File: src/rtl/uart_tx_arbiter.sv
// ============================================================================
//  Module      : uart_tx_arbiter
//  Description : Round-robin arbiter sharing one UART transmitter among NREQ
//                byte sources, with optional per-requester lock.
//  Revision    : 1.0 - initial release
// ============================================================================
`default_nettype none

module uart_tx_arbiter #(
  parameter int NREQ = 4,
  parameter int DBIT = 8
) (
  input  logic                 clk,
  input  logic                 reset,
  input  logic [NREQ-1:0]      req_valid,
  input  logic [NREQ*DBIT-1:0] req_data,
  input  logic [NREQ-1:0]      req_lock,
  output logic [NREQ-1:0]      req_ready,
  output logic                 tx_start,
  output logic [DBIT-1:0]      tx_din,
  input  logic                 tx_done_tick,
  output logic [NREQ-1:0]      grant,
  output logic                 busy
);

  localparam int              IW         = (NREQ > 1) ? $clog2(NREQ) : 1;
  localparam logic [IW:0]     c_NREQ     = (IW+1)'(NREQ);
  localparam logic [IW-1:0]   c_LAST_RST = IW'(NREQ - 1);

  typedef enum logic [1:0] {
    S_IDLE = 2'd0,
    S_SEND = 2'd1,
    S_WAIT = 2'd2
  } state_t;

  state_t          r_state;
  logic [IW-1:0]   r_last;
  logic            r_lock;
  logic [NREQ-1:0] r_grant;
  logic [DBIT-1:0] r_tx_din;
  logic            r_tx_start;

  logic            w_lock_hold;
  logic            w_found;
  logic            w_accept;
  logic [IW-1:0]   w_winner;
  logic [IW:0]     w_sum;
  logic [DBIT-1:0] w_win_data;
  logic [NREQ-1:0] w_ready;

  // Lock only holds while the last owner keeps asserting it; dropping it
  // resumes round-robin in the same cycle.
  assign w_lock_hold = r_lock & req_lock[r_last];

  // Scan offsets from farthest to nearest so the nearest valid index wins.
  always_comb begin
    w_found  = 1'b0;
    w_winner = r_last;
    w_sum    = '0;
    if (w_lock_hold) begin
      w_found = req_valid[r_last];
    end else begin
      for (int k = NREQ; k >= 1; k--) begin
        w_sum = {1'b0, r_last} + (IW+1)'(k);
        if (w_sum >= c_NREQ) w_sum = w_sum - c_NREQ;
        if (req_valid[w_sum[IW-1:0]]) begin
          w_found  = 1'b1;
          w_winner = w_sum[IW-1:0];
        end
      end
    end
  end

  assign w_accept = (r_state == S_IDLE) && w_found;

  always_comb begin
    w_ready    = '0;
    w_win_data = '0;
    for (int i = 0; i < NREQ; i++) begin
      if (w_winner == IW'(i)) begin
        w_win_data = req_data[DBIT*i +: DBIT];
        w_ready[i] = w_accept;
      end
    end
  end

  assign req_ready = w_ready;
  assign tx_start  = r_tx_start;
  assign tx_din    = r_tx_din;
  assign busy      = (r_state != S_IDLE);
  assign grant     = ((r_state == S_IDLE) && !w_lock_hold) ? '0 : r_grant;

  always_ff @(posedge clk) begin
    if (!reset) begin
      r_state    <= S_IDLE;
      r_last     <= c_LAST_RST;
      r_lock     <= 1'b0;
      r_grant    <= '0;
      r_tx_din   <= '0;
      r_tx_start <= 1'b0;
    end else begin
      case (r_state)
        S_IDLE: begin
          if (!req_lock[r_last]) r_lock <= 1'b0;
          if (w_accept) begin
            r_tx_din   <= w_win_data;
            r_grant    <= w_ready;
            r_last     <= w_winner;
            r_lock     <= req_lock[w_winner];
            r_tx_start <= 1'b1;
            r_state    <= S_SEND;
          end
        end
        S_SEND: begin
          r_tx_start <= 1'b0;
          r_state    <= S_WAIT;
        end
        S_WAIT: begin
          if (tx_done_tick) r_state <= S_IDLE;
        end
        default: begin
          r_tx_start <= 1'b0;
          r_state    <= S_IDLE;
        end
      endcase
    end
  end

endmodule

`default_nettype wire

File: config.mk
export PLATFORM = sky130hd
export DESIGN_NAME = uart_tx_arbiter
export DESIGN_NICKNAME = d
export VERILOG_FILES = /design/src/rtl/uart_tx_arbiter.sv
export SDC_FILE = /design/constraint.sdc
export NUM_CORES = 1
export LEC_CHECK = 0
export BUFFER_PORTS_ARGS = -buffer_cell sky130_fd_sc_hd__buf_4
export CORE_ASPECT_RATIO = 1.25
export CORE_UTILIZATION = 38
export CTS_CLUSTER_SIZE = 10
export DETAILED_ROUTE_END_ITERATION = 7
export PLACE_DENSITY = 0.76
export SETUP_SLACK_MARGIN = 0.15
export SYNTH_ARGS = -nofsm -noshare
export SYNTH_HDL_FRONTEND = slang
export SYNTH_SLANG_ARGS = --single-unit
File: constraint.sdc
create_clock -name clk -period 3.2 [get_ports clk]
set_input_delay 0.48 -clock clk [delete_from_list [all_inputs] [get_ports clk]]
set_output_delay 0.48 -clock clk [all_outputs]
set_load 0.01 [all_outputs]
==> results of run 1 <==
-- layout by cell type, fill, tap and decap left out, drive strengths merged --
cell type / n
a32oi: 1
xnor2: 1
clkbuf: 3
mux4: 2
a2bb2oi: 4
o31ai: 4
o221ai: 1
and2: 2
a22oi: 2
inv: 9
or2: 1
nor2: 14
a21boi: 8
a32o: 1
o221a: 1
xor2: 1
mux2: 9
nor3: 3
o21bai: 1
mux2i: 7
a31oi: 5
or3: 1
o21ai: 3
dfxtp: 18
a21oi: 14
buf: 69
a221oi: 2
nor2b: 2
nand3: 9
o211ai: 1
nand2b: 14
nand2: 13
nor3b: 1
-- cell type report --
class / instances / area [um^2] / share of cell area
Clock buffer: 3 / 41.3 / 0.0216
Inverter: 9 / 33.8 / 0.0176
Multi-Input combinational cell: 128 / 916 / 0.478
Sequential cell: 18 / 360 / 0.188
Tap cell: 37 / 46.3 / 0.0242
Timing Repair Buffer: 69 / 518 / 0.270
-- per-layer routing --
layer | GRT usage | up-vias | share of wire
li1 | - | 722 | -
met1 | 0.215 | 685 | 0.43
met2 | 0.321 | 42 | 0.51
met3 | 0.0187 | 4 | 0.045
met4 | 0.0375 | 0 | 0.0072
met5 | 0 | - | 0
-- state kept, by name, summed over array words and instances, names as in the netlist --
register / cells
r_grant: 4
r_last: 2
r_lock: 1
r_state: 2
tx_din: 8
tx_start: 1
-- how the worst min path moves through the flow --
stage / endpoint / slack (ns) / depth (start not counted)
4_1_cts: r_last[1]$_SDFFE_PN1P_ / 0.42 / 2
3_3_place_gp: tx_din[0]$_SDFFE_PN0P_ / 0.46 / 2
2_1_floorplan: r_grant[0]$_SDFFE_PN0P_ / 0.45 / 2
6_report: r_last[1]$_SDFFE_PN1P_ / 0.43 / 2
5_1_grt: r_last[1]$_SDFFE_PN1P_ / 0.43 / 2
3_5_place_dp: tx_din[0]$_SDFFE_PN0P_ / 0.46 / 2
-- critical path: stages, from the launching register on --
cell      delay, ns
dfxtp_1        0.53
buf_4          0.23
nand2b_1       0.09
o221a_1        0.27
o211ai_4       0.32
buf_4          0.20
xor2_4         0.28
nor3_1         0.10
buf_4          0.16
-- power breakdown --
part	internal [W]	leakage [nW]	switching, W
clock	0.0000836	0.0216	0.0000738
combinational	0.000711	0.688	0.000740
sequential	0.000321	0.149	0.0000817
total	0.00112	0.859	0.000895
-- cells by family after synthesis --
group                  Yosys count  share of synthesized area
multiplexers                    18                      0.161
flip-flops                      18                      0.264
buffers and inverters           20                     0.0642
XOR/XNOR                         2                     0.0266
AND/OR/NAND/NOR                 60                      0.216
AO/OA/AOI/OAI                   48                      0.268
-- timing repair --
item	CTS	global route
endpoints found under the hold margin	0	0
setup endpoints to repair	0	1
hold buffers	0	0
setup buffers	0	3
-- through the flow --
stage / hold WS, ns / instances / power, W
floorplan: 0.449 / 166 / 0.00140
global placement: 0.458 / 258 / 0.00179
detailed placement: 0.460 / 258 / 0.00181
CTS: 0.425 / 261 / 0.00197
global route: 0.435 / 264 / 0.00217
finish: 0.428 / 264 / 0.00201
==> results by group, run 1 <==
Floorplan
  • # IOs: 61
  • Row cnt: 23
  • Core Box Area: 0.00331 mm^2
  • Initial core utilization: 0.412
  • Chip width: 55.6 um
  • Area of the die: 0.00383 mm^2
  • Chip Height: 69.0 um

Yosys
  • Async set-reset flop share out of synthesis: 0
  • Cell Area, Synth: 0.00136 mm^2
  • EDFF count, synth: 0
  • Syn_area_per_cell: 8.22 um^2
  • Count leader, synth: dfxtp_1
  • Yosys cell types: 39
  • Register area share after synthesis: 0.264
  • Synth cell count leaders: dfxtp_1, a21oi_1, nand2b_1, nor2_1, nand2_1
  • Syn_nets: 209
  • Largest cells by area after synthesis: dfxtp_1, nand2b_1, a21oi_1
  • Post-Syn Instances: 166
  • FF+latch count, synth: 18
  • Ys Warns: 0
  • Primary FF master, synth: dfxtp_1
  • Top-area cell type share of the netlist area: 0.264
  • Area leader, netlist: dfxtp_1

Worst setup path
  • CP arrival: 2.42 ns
  • CP startpoint: r_last[0]$_SDFFE_PN1P_
  • CP endpoint: req_ready[3]
  • FF-to-FF End: r_lock$_SDFFE_PN0P_
  • Worst r2r path cells: 8
  • Worst setup path class: flip-flop to output pin
  • R2R Setup Slk: 0.44 ns
  • CP required: 2.72 ns
  • CP Capture Type: output pin
  • Critical Path Fanout Max: 9
  • Reg2reg start: r_last[0]$_SDFFE_PN1P_
  • Worst setup SP type: flip-flop

STA
  • Max-slew violations: 0
  • Final setup vio count: 0
  • Setup ws final: 0.304 ns
  • Max-slew headroom: 0.678
  • RSZ-0062 raised after global routing: false
  • Worst-Margin Slew: 0.482 ns
  • Final setup TNS: 0 ns
  • Final hold viol count: 0
  • Final Cycle Share: 0.905
  • Final min period: 2.90 ns
  • Worst Skew: 0.00701 ns
  • Max Freq: 0.345 GHz

Global route
  • Initial antenna violation count: 0
  • GRT Overall Usage: 0.172
  • Total gr overflow: 0
  • Pin count of the biggest net entering global routing: 21
  • First-pass GRT wire length: 5350 um
  • Vias in the first global route: 1245

Hold path
  • Hold_sp: reset
  • Hold Path Class: input port to flip-flop

Placed design
  • Dpl hpwl: 2630 um
  • IO Port Bufs: 60
  • Dpl ws: 0.541 ns
  • GPL Wtd Cong: 0.786
  • Placed cell area: 0.00185 mm^2

Layout
  • Layout Nets: 272
  • Util after Layout: 0.579
  • Diode count: 0
  • Final Cell Area: 0.00192 mm^2
  • Area Overhead vs Synth: 40.5%
  • Fraction of layout cells with a size suffix above 1: 0.366
  • Filler instances: 312

Route
  • Vias per inst: 5.50
  • DRC violations left: 0
  • Routed vias: 1453
  • DRT Pass-1 Iters: 4
  • WL per Instance: 13.1 um
  • DRT Wirelength: 3460 um
  • Initial DRC count: 58
  • DRT antenna net count: 0

Clock tree
  • Root Driver: clkbuf_8
  • H-tree levels: 1
  • Reg clk slew, reported paths: 0.06 ns
  • Post_cts resized: 0
  • Clock tree buffer depth: 2
  • TritonCTS clock tree: yes
  • Num CTS Buffers: 3
  • Clock Latency Late Sink: 0.25 ns
  • Clock Sinks: 18

Power
  • Peak VDD IR: 676 uV
  • Leakage: 0.859 nW
  • Pwr dens: 1050 mW/mm^2

Flow run
  • Max Cap Violations: 0

Status
  • Status: complete, no violations
No activity file was read; power rests on OpenSTA's default activity.
==> inputs of run 2 (changes only) <==
- CORE_UTILIZATION: 38 -> 47
- PLACE_DENSITY: 0.76 -> 0.89
==> run 2 against run 1 <==
Maximum frequency down 0.87%. Global-route usage increased by 4.6 points. Cell count is 2.7% lower. Clock skew down 0.0037 ns. Clock-buffer cell count rose by 1. Combinational power down 5%. Largest power group unchanged. Utilization rose by 11 points. Sequential share of layout area rose by 0.39 points. Worst setup slack worse by 0.025 ns.
==> results by group, run 2 (synthesis results as in run 1) <==
Layout
  • Commonest non-fill, non-tap cell in the layout: buf_4
  • Util after Layout: 0.693 (+0.115)
  • Fraction of layout cells with a size suffix above 1: 0.359 (-0.00689)
  • Layout Nets: 267 (-1.8%)
  • Most frequent cells in the layout: buf_4, dfxtp_1, nor2_1, nand2b_1, a21oi_1
  • Finished Layout Cells: 257 (-2.7%)
  • Max reg flops: 8 (unchanged)
  • Diode count: 0 (unchanged)
  • Final Cell Area: 0.00188 mm^2 (-2.0%)
  • Area Overhead vs Synth: 37.6%
  • Filler instances: 224 (-28%)

Clock tree
  • Root Driver: clkbuf_4
  • Num CTS Buffers: 3 (unchanged)
  • Clock Latency Late Sink: 0.30 ns (+0.05 ns)
  • Reg clk slew, reported paths: 0.10 ns (+0.04 ns)
  • H-tree levels: 1 (unchanged)
  • Post-cts hold buffer count: 0 (unchanged)
  • TritonCTS clock tree: yes
  • Clock tree buffer depth: 2 (unchanged)
  • Clock Sinks: 18 (unchanged)

Power
  • Net Switching: 0.000883 W (-1.3%)
  • Peak VDD IR: 568 uV (-16%)
  • Total internal power: 0.00105 W (-6.1%)
  • Pwr dens: 1030 mW/mm^2 (-2.0%)
  • Reg power frac: 0.211 (+0.011)
  • Switching part of the total: 0.457 (+0.0123)
  • Gate power share: 0.715 (-0.006)
  • Leakage: 0.840 nW (-2.1%)
  • Clock power frac: 0.074 (-0.004)

STA
  • Max-slew violations: 0 (unchanged)
  • Max Freq: 0.342 GHz (-0.87%)
  • Final Cycle Share: 0.913 (+0.00793)
  • Final setup TNS: 0 ns (unchanged)
  • Min Hold Slack: 0.378 ns (-0.0499 ns)
  • Final hold viol count: 0 (unchanged)
  • Worst Skew: 0.00328 ns (-0.00373 ns)
  • Max-slew headroom: 0.681 (+0.00317)
  • Final setup vio count: 0 (unchanged)
  • Final min period: 2.92 ns (+0.0254 ns)
  • RSZ-0062 raised after global routing: false
  • Worst-Margin Slew: 0.476 ns (-0.00650 ns)

Route
  • Metal-1 WL: 1420 um (-5.3%)
  • WL per Instance: 13.3 um (+1.6%)
  • DRC violations left: 0 (unchanged)
  • Initial DRC count: 54 (-6.9%)
  • Vias per inst: 5.50 (about the same)
  • DRT antenna net count: 0 (unchanged)
  • Met2 WL post-DR: 1830 um (+3.1%)
  • DRT Wirelength: 3420 um (-1.1%)
  • Routed vias: 1414 (-2.7%)
  • Top Metal Used: met4
  • Routed length on met3: 103 um (-34%)
  • DRT Pass-1 Iters: 5 (+1)

Worst setup path
  • Worst setup path class: flip-flop to output pin
  • Critical Path Fanout Max: 12 (+3)
  • CP required: 2.72 ns (about the same)
  • CP Capture Type: output pin
  • CP arrival: 2.44 ns (+0.02 ns)
  • Worst setup SP type: flip-flop

Placed design
  • Post-Place Cells: 253 (-1.9%)
  • GPL Wtd Cong: 0.789 (+0.38%)
  • Dpl hpwl: 2630 um (about the same)
  • Placed cell area: 0.00183 mm^2 (-1.0%)
  • IO Port Bufs: 60 (unchanged)

Hold path
  • Hold Path Class: input port to flip-flop

Global route
  • Vias in the first global route: 1242 (-0.24%)
  • GRT Overall Usage: 0.218 (+0.0457)
  • Initial antenna violation count: 0 (unchanged)
  • Pin count of the biggest net entering global routing: 21 (unchanged)
  • Total gr overflow: 0 (unchanged)
  • First-pass GRT wire length: 5420 um (+1.3%)

Floorplan
  • # IOs: 61 (unchanged)
  • Chip Height: 62.2 um (-9.8%)
  • Chip width: 50.2 um (-9.7%)
  • Core Box Area: 0.00271 mm^2 (-18%)
  • Area of the die: 0.00312 mm^2 (-19%)
  • Initial core utilization: 0.504 (+0.0918)
  • Row cnt: 21 (-8.7%)

Status
  • Status: complete, no violations

Flow run
  • Max Cap Violations: 0 (unchanged)
## run 2: cell types whose count changed in the layout (fill, tap and decap cells not counted), sizes merged
cell    before  now
clkbuf       3    4
buf         69   64
## run 2: per-stage QoR
| step | power [W] | setup slack, ns |
|---|---|---|
| 2_1_floorplan | 0.00140 | 0.840 |
| 3_3_place_gp | 0.00175 | 0.624 |
| 3_5_place_dp | 0.00178 | 0.546 |
| 4_1_cts | 0.00193 | 0.221 |
| 5_1_grt | 0.00209 | 0.157 |
| 6_report | 0.00193 | 0.278 |
## run 2: power groups by stage
stage / Clock (W) / Combinational, W / Sequential [W]
finish: 0.000143 / 0.00138 / 0.000407
global route: 0.000153 / 0.00152 / 0.000417
CTS: 0.000147 / 0.00137 / 0.000405
detailed placement: 0 / 0.00137 / 0.000411
global placement: 0 / 0.00134 / 0.000406
floorplan: 0 / 0.00101 / 0.000387
## run 2: critical path: stages (launching register included)
cell       delay (ns)
dfxtp_1          0.58
mux2_2           0.43
a2bb2oi_4        0.25
o211ai_4         0.22
xor2_4           0.25
nor3_1           0.25
buf_4            0.16
## run 2: cell type report
cell class              instances  area (um^2)  share of cell area
repair buffers                 64          480               0.256
multi-input cells             128          923               0.492
inverters                       9         33.8              0.0180
clock buffers                   4         36.3              0.0193
flip-flops and latches         18          360               0.192
well taps                      34         42.5              0.0227
## run 2: final timing paths
kind / to / slack, ns / start / depth (start not counted)
max: req_ready[3] / 0.28 / r_last[0]$_SDFFE_PN1P_ / 6
min: r_last[1]$_SDFFE_PN1P_ / 0.38 / reset / 2
max reg2reg: r_lock$_SDFFE_PN0P_ / 0.54 / r_last[0]$_SDFFE_PN1P_ / 6
min reg2reg: tx_start$_SDFFE_PN0P_ / 0.48 / tx_start$_SDFFE_PN0P_ / 2
## run 2: routing by layer
| metal | up-vias | track usage |
|---|---|---|
| li1 | 707 | - |
| met1 | 662 | 0.261 |
| met2 | 39 | 0.385 |
| met3 | 6 | 0.0147 |
| met4 | 0 | 0.0929 |
| met5 | - | 0 |
## run 2: timing repair
action	CTS	global route
setup buffers	0	0
resized for setup	0	1
setup endpoints to repair	0	2
==> inputs of run 3 (changes only) <==
- ABC_AREA: unset -> 1
==> run 3 against run 2 <==
Power is 4.9% lower. Critical path type unchanged. Sequential share of layout area is 0.54 points higher. Clock skew is 0.0034 ns higher. Critical endpoint is now req_ready[1].
==> results by group, run 3 <==
Floorplan
  • Row cnt: 21 (unchanged)
  • Area of the die: 0.00306 mm^2 (-2.0%)
  • # IOs: 61 (unchanged)
  • Initial core utilization: 0.498 (-0.00580)
  • Core Box Area: 0.00268 mm^2 (-0.97%)
  • Chip Height: 61.6 um (-1.0%)
  • Chip width: 49.7 um (-1.0%)

Route
  • Initial DRC count: 59 (+9.3%)
  • Routed vias: 1582 (+12%)
  • DRT Pass-1 Iters: 4 (-1)
  • DRC violations left: 0 (unchanged)
  • WL per Instance: 11.0 um (-17%)
  • DRT Wirelength: 3470 um (+1.4%)
  • Vias per inst: 5.04 (-8.4%)
  • DRT antenna net count: 0 (unchanged)

Layout
  • Most frequent cells in the layout: nand2_1, buf_4, inv_1
  • Final Cell Area: 0.00183 mm^2 (-2.4%)
  • Max reg flops: 8 (unchanged)
  • Filler instances: 257 (+15%)
  • Diode count: 0 (unchanged)
  • Fraction of layout cells with a size suffix above 1: 0.318 (-0.0409)
  • Layout Nets: 324 (+21%)
  • Commonest non-fill, non-tap cell in the layout: nand2_1
  • Area Overhead vs Synth: 37.2%

Clock tree
  • Reg clk slew, reported paths: 0.11 ns (about the same)
  • Setup Fix Bufs, Post-CTS: 0 (unchanged)
  • Post-cts hold buffer count: 0 (unchanged)
  • TritonCTS clock tree: yes
  • Clock Sinks: 18 (unchanged)
  • H-tree levels: 1 (unchanged)
  • Num CTS Buffers: 3 (unchanged)
  • Clock tree buffer depth: 2 (unchanged)
  • Clock Latency Late Sink: 0.30 ns (about the same)
  • Root Driver: clkbuf_4

Yosys
  • Cell Area, Synth: 0.00134 mm^2 (-2.1%)
  • Syn_nets: 263 (+26%)
  • Register area share after synthesis: 0.270 (+0.00570)
  • Async set-reset flop share out of synthesis: 0 (unchanged)
  • Synth cell count leaders: nand2_1, inv_1, nand3_1
  • Ys Warns: 0 (unchanged)
  • Top-area cell type share of the netlist area: 0.270 (+0.00570)
  • FF+latch count, synth: 18 (unchanged)
  • Area leader, netlist: dfxtp_1
  • Post-Syn Instances: 220 (+33%)
  • Yosys cell types: 25 (-36%)
  • Primary FF master, synth: dfxtp_1
  • Syn_area_per_cell: 6.07 um^2 (-26%)
  • Largest cells by area after synthesis: dfxtp_1, nand2_1, nand3_1
  • Count leader, synth: nand2_1
  • EDFF count, synth: 0 (unchanged)

STA
  • Final setup vio count: 0 (unchanged)
  • Max-slew headroom: 0.644 (-0.0374)
  • RSZ-0062 raised after global routing: false
  • Final setup TNS: 0 ns (unchanged)
  • Worst-Margin Slew: 0.532 ns (+0.0564 ns)
  • Final Cycle Share: 0.848 (-0.0649)
  • Final hold viol count: 0 (unchanged)
  • Max Freq: 0.368 GHz (+7.7%)
  • Max-slew violations: 0 (unchanged)
  • Setup ws final: 0.486 ns (+0.208 ns)
  • Final min period: 2.71 ns (-0.208 ns)
  • Worst Skew: 0.00667 ns (+0.00339 ns)

Placed design
  • IO Port Bufs: 60 (unchanged)
  • Dpl ws: 0.490 ns (-0.0562 ns)
  • GPL Wtd Cong: 0.859 (+8.8%)
  • Dpl hpwl: 2740 um (+4.2%)
  • Placed cell area: 0.00179 mm^2 (-2.3%)

Worst setup path
  • CP arrival: 2.23 ns (-0.21 ns)
  • Worst setup path class: flip-flop to output pin
  • Critical Path Fanout Max: 13 (+1)
  • CP max-delay cell: dfxtp_1
  • Cell Chain, Critical Path: inv_1 > nand3_2 > nand2_2 > nand2_4 > nand4_2 > nand2_2 > inv_2 > nor2_1 > nand2_1 > inv_1 > buf_4
  • CP Capture Type: output pin
  • CP peak stage delay: 0.47 ns (-0.11 ns)
  • CP required: 2.72 ns (about the same)
  • Worst setup SP type: flip-flop

Power
  • Gate power share: 0.720 (+0.005)
  • Reg power frac: 0.201 (-0.010)
  • Clock power frac: 0.079 (+0.005)
  • Pwr dens: 1000 mW/mm^2 (-2.5%)
  • Leakage: 1.06 nW (+26%)
  • Switching part of the total: 0.520 (+0.0627)
  • Net Switching: 0.000955 W (+8.2%)
  • Total internal power: 0.000882 W (-16%)
  • Peak VDD IR: 610 uV (+7.4%)

Flow run
  • Max Cap Violations: 0 (unchanged)

Hold path
  • Hold Path Class: input port to flip-flop

Global route
  • Routing usage on met2: 0.442 (+0.0571)
  • Met1 Use GR: 0.254 (-0.00689)
  • Vias in the first global route: 1396 (+12%)
  • GRT Overall Usage: 0.229 (+0.0114)
  • Pin count of the biggest net entering global routing: 17 (-19%)
  • Total gr overflow: 0 (unchanged)
  • First-pass GRT wire length: 5480 um (+1.0%)
  • M3 GR Usage: 0.0222 (+0.00752)
  • Initial antenna violation count: 0 (unchanged)
  • Most used routing layer in global routing: met2

Status
  • Status: complete, no violations
-- run 3: critical path, delay by kind of cell, from the launching register on --
kind,cells,cell delay (ns)
buffers and inverters,4,0.45
DFF,1,0.47
and+or+nand+nor,7,1.01
-- run 3: final timing paths --
path | startpoint | endpoint | slack (ns) | depth (start not counted)
max | r_last[1]$_SDFFE_PN1P_ | req_ready[1] | 0.49 | 11
max reg2reg | r_last[1]$_SDFFE_PN1P_ | tx_din[6]$_SDFFE_PN0P_ | 1.09 | 14
min reg2reg | tx_din[0]$_SDFFE_PN0P_ | tx_din[0]$_SDFFE_PN0P_ | 0.46 | 2
min | tx_done_tick | r_state[1]$_SDFFE_PN0P_ | 0.43 | 4
-- run 3: final cells by class --
cell class	count	area, um^2	share of cell area
flip-flops and latches	18	362	0.197
inverters	36	135	0.0738
repair buffers	62	465	0.254
clock buffers	4	36.3	0.0198
multi-input cells	160	791	0.432
well taps	34	42.5	0.0232
-- run 3: per-layer routing --
metal	part of all wire	vias to the layer above	routed length (um)
met5	0	-	0
met4	0.016	0	57
met3	0.036	6	125
met2	0.54	38	1860
met1	0.41	723	1420
li1	-	815	-
-- run 3: what timing repair did --
item | CTS | global route
pin swaps | 0 | 0
setup endpoints to repair | 1 | 2
gates resized for setup | 1 | 1
cloned | 0 | 0
endpoints found under the hold margin | 0 | 0
-- run 3: logic make-up after synthesis --
logic type | synth area share
AND/OR/NAND/NOR | 0.472
flip-flops | 0.270
buffers and inverters | 0.140
AO/OA/AOI/OAI | 0.118
-- run 3: through the flow --
step / util / hold WS, ns / std cells / power (W)
after floorplan: - / 0.440 / 220 / 0.00137
after global placement: 0.669 / 0.440 / 310 / 0.00166
after detailed placement: 0.669 / 0.448 / 310 / 0.00169
after CTS: 0.683 / 0.434 / 314 / 0.00184
after global routing: 0.683 / 0.436 / 314 / 0.00202
final: 0.683 / 0.432 / 314 / 0.00184
-- run 3: power by group through the flow --
stage               combinational, W  clock, W  sequential [W]
global route                 0.00148  0.000157        0.000382
global placement             0.00129         0        0.000372
detailed placement           0.00131         0        0.000373
CTS                          0.00132  0.000145        0.000369
floorplan                   0.000991         0        0.000378
finish                       0.00132  0.000145        0.000369
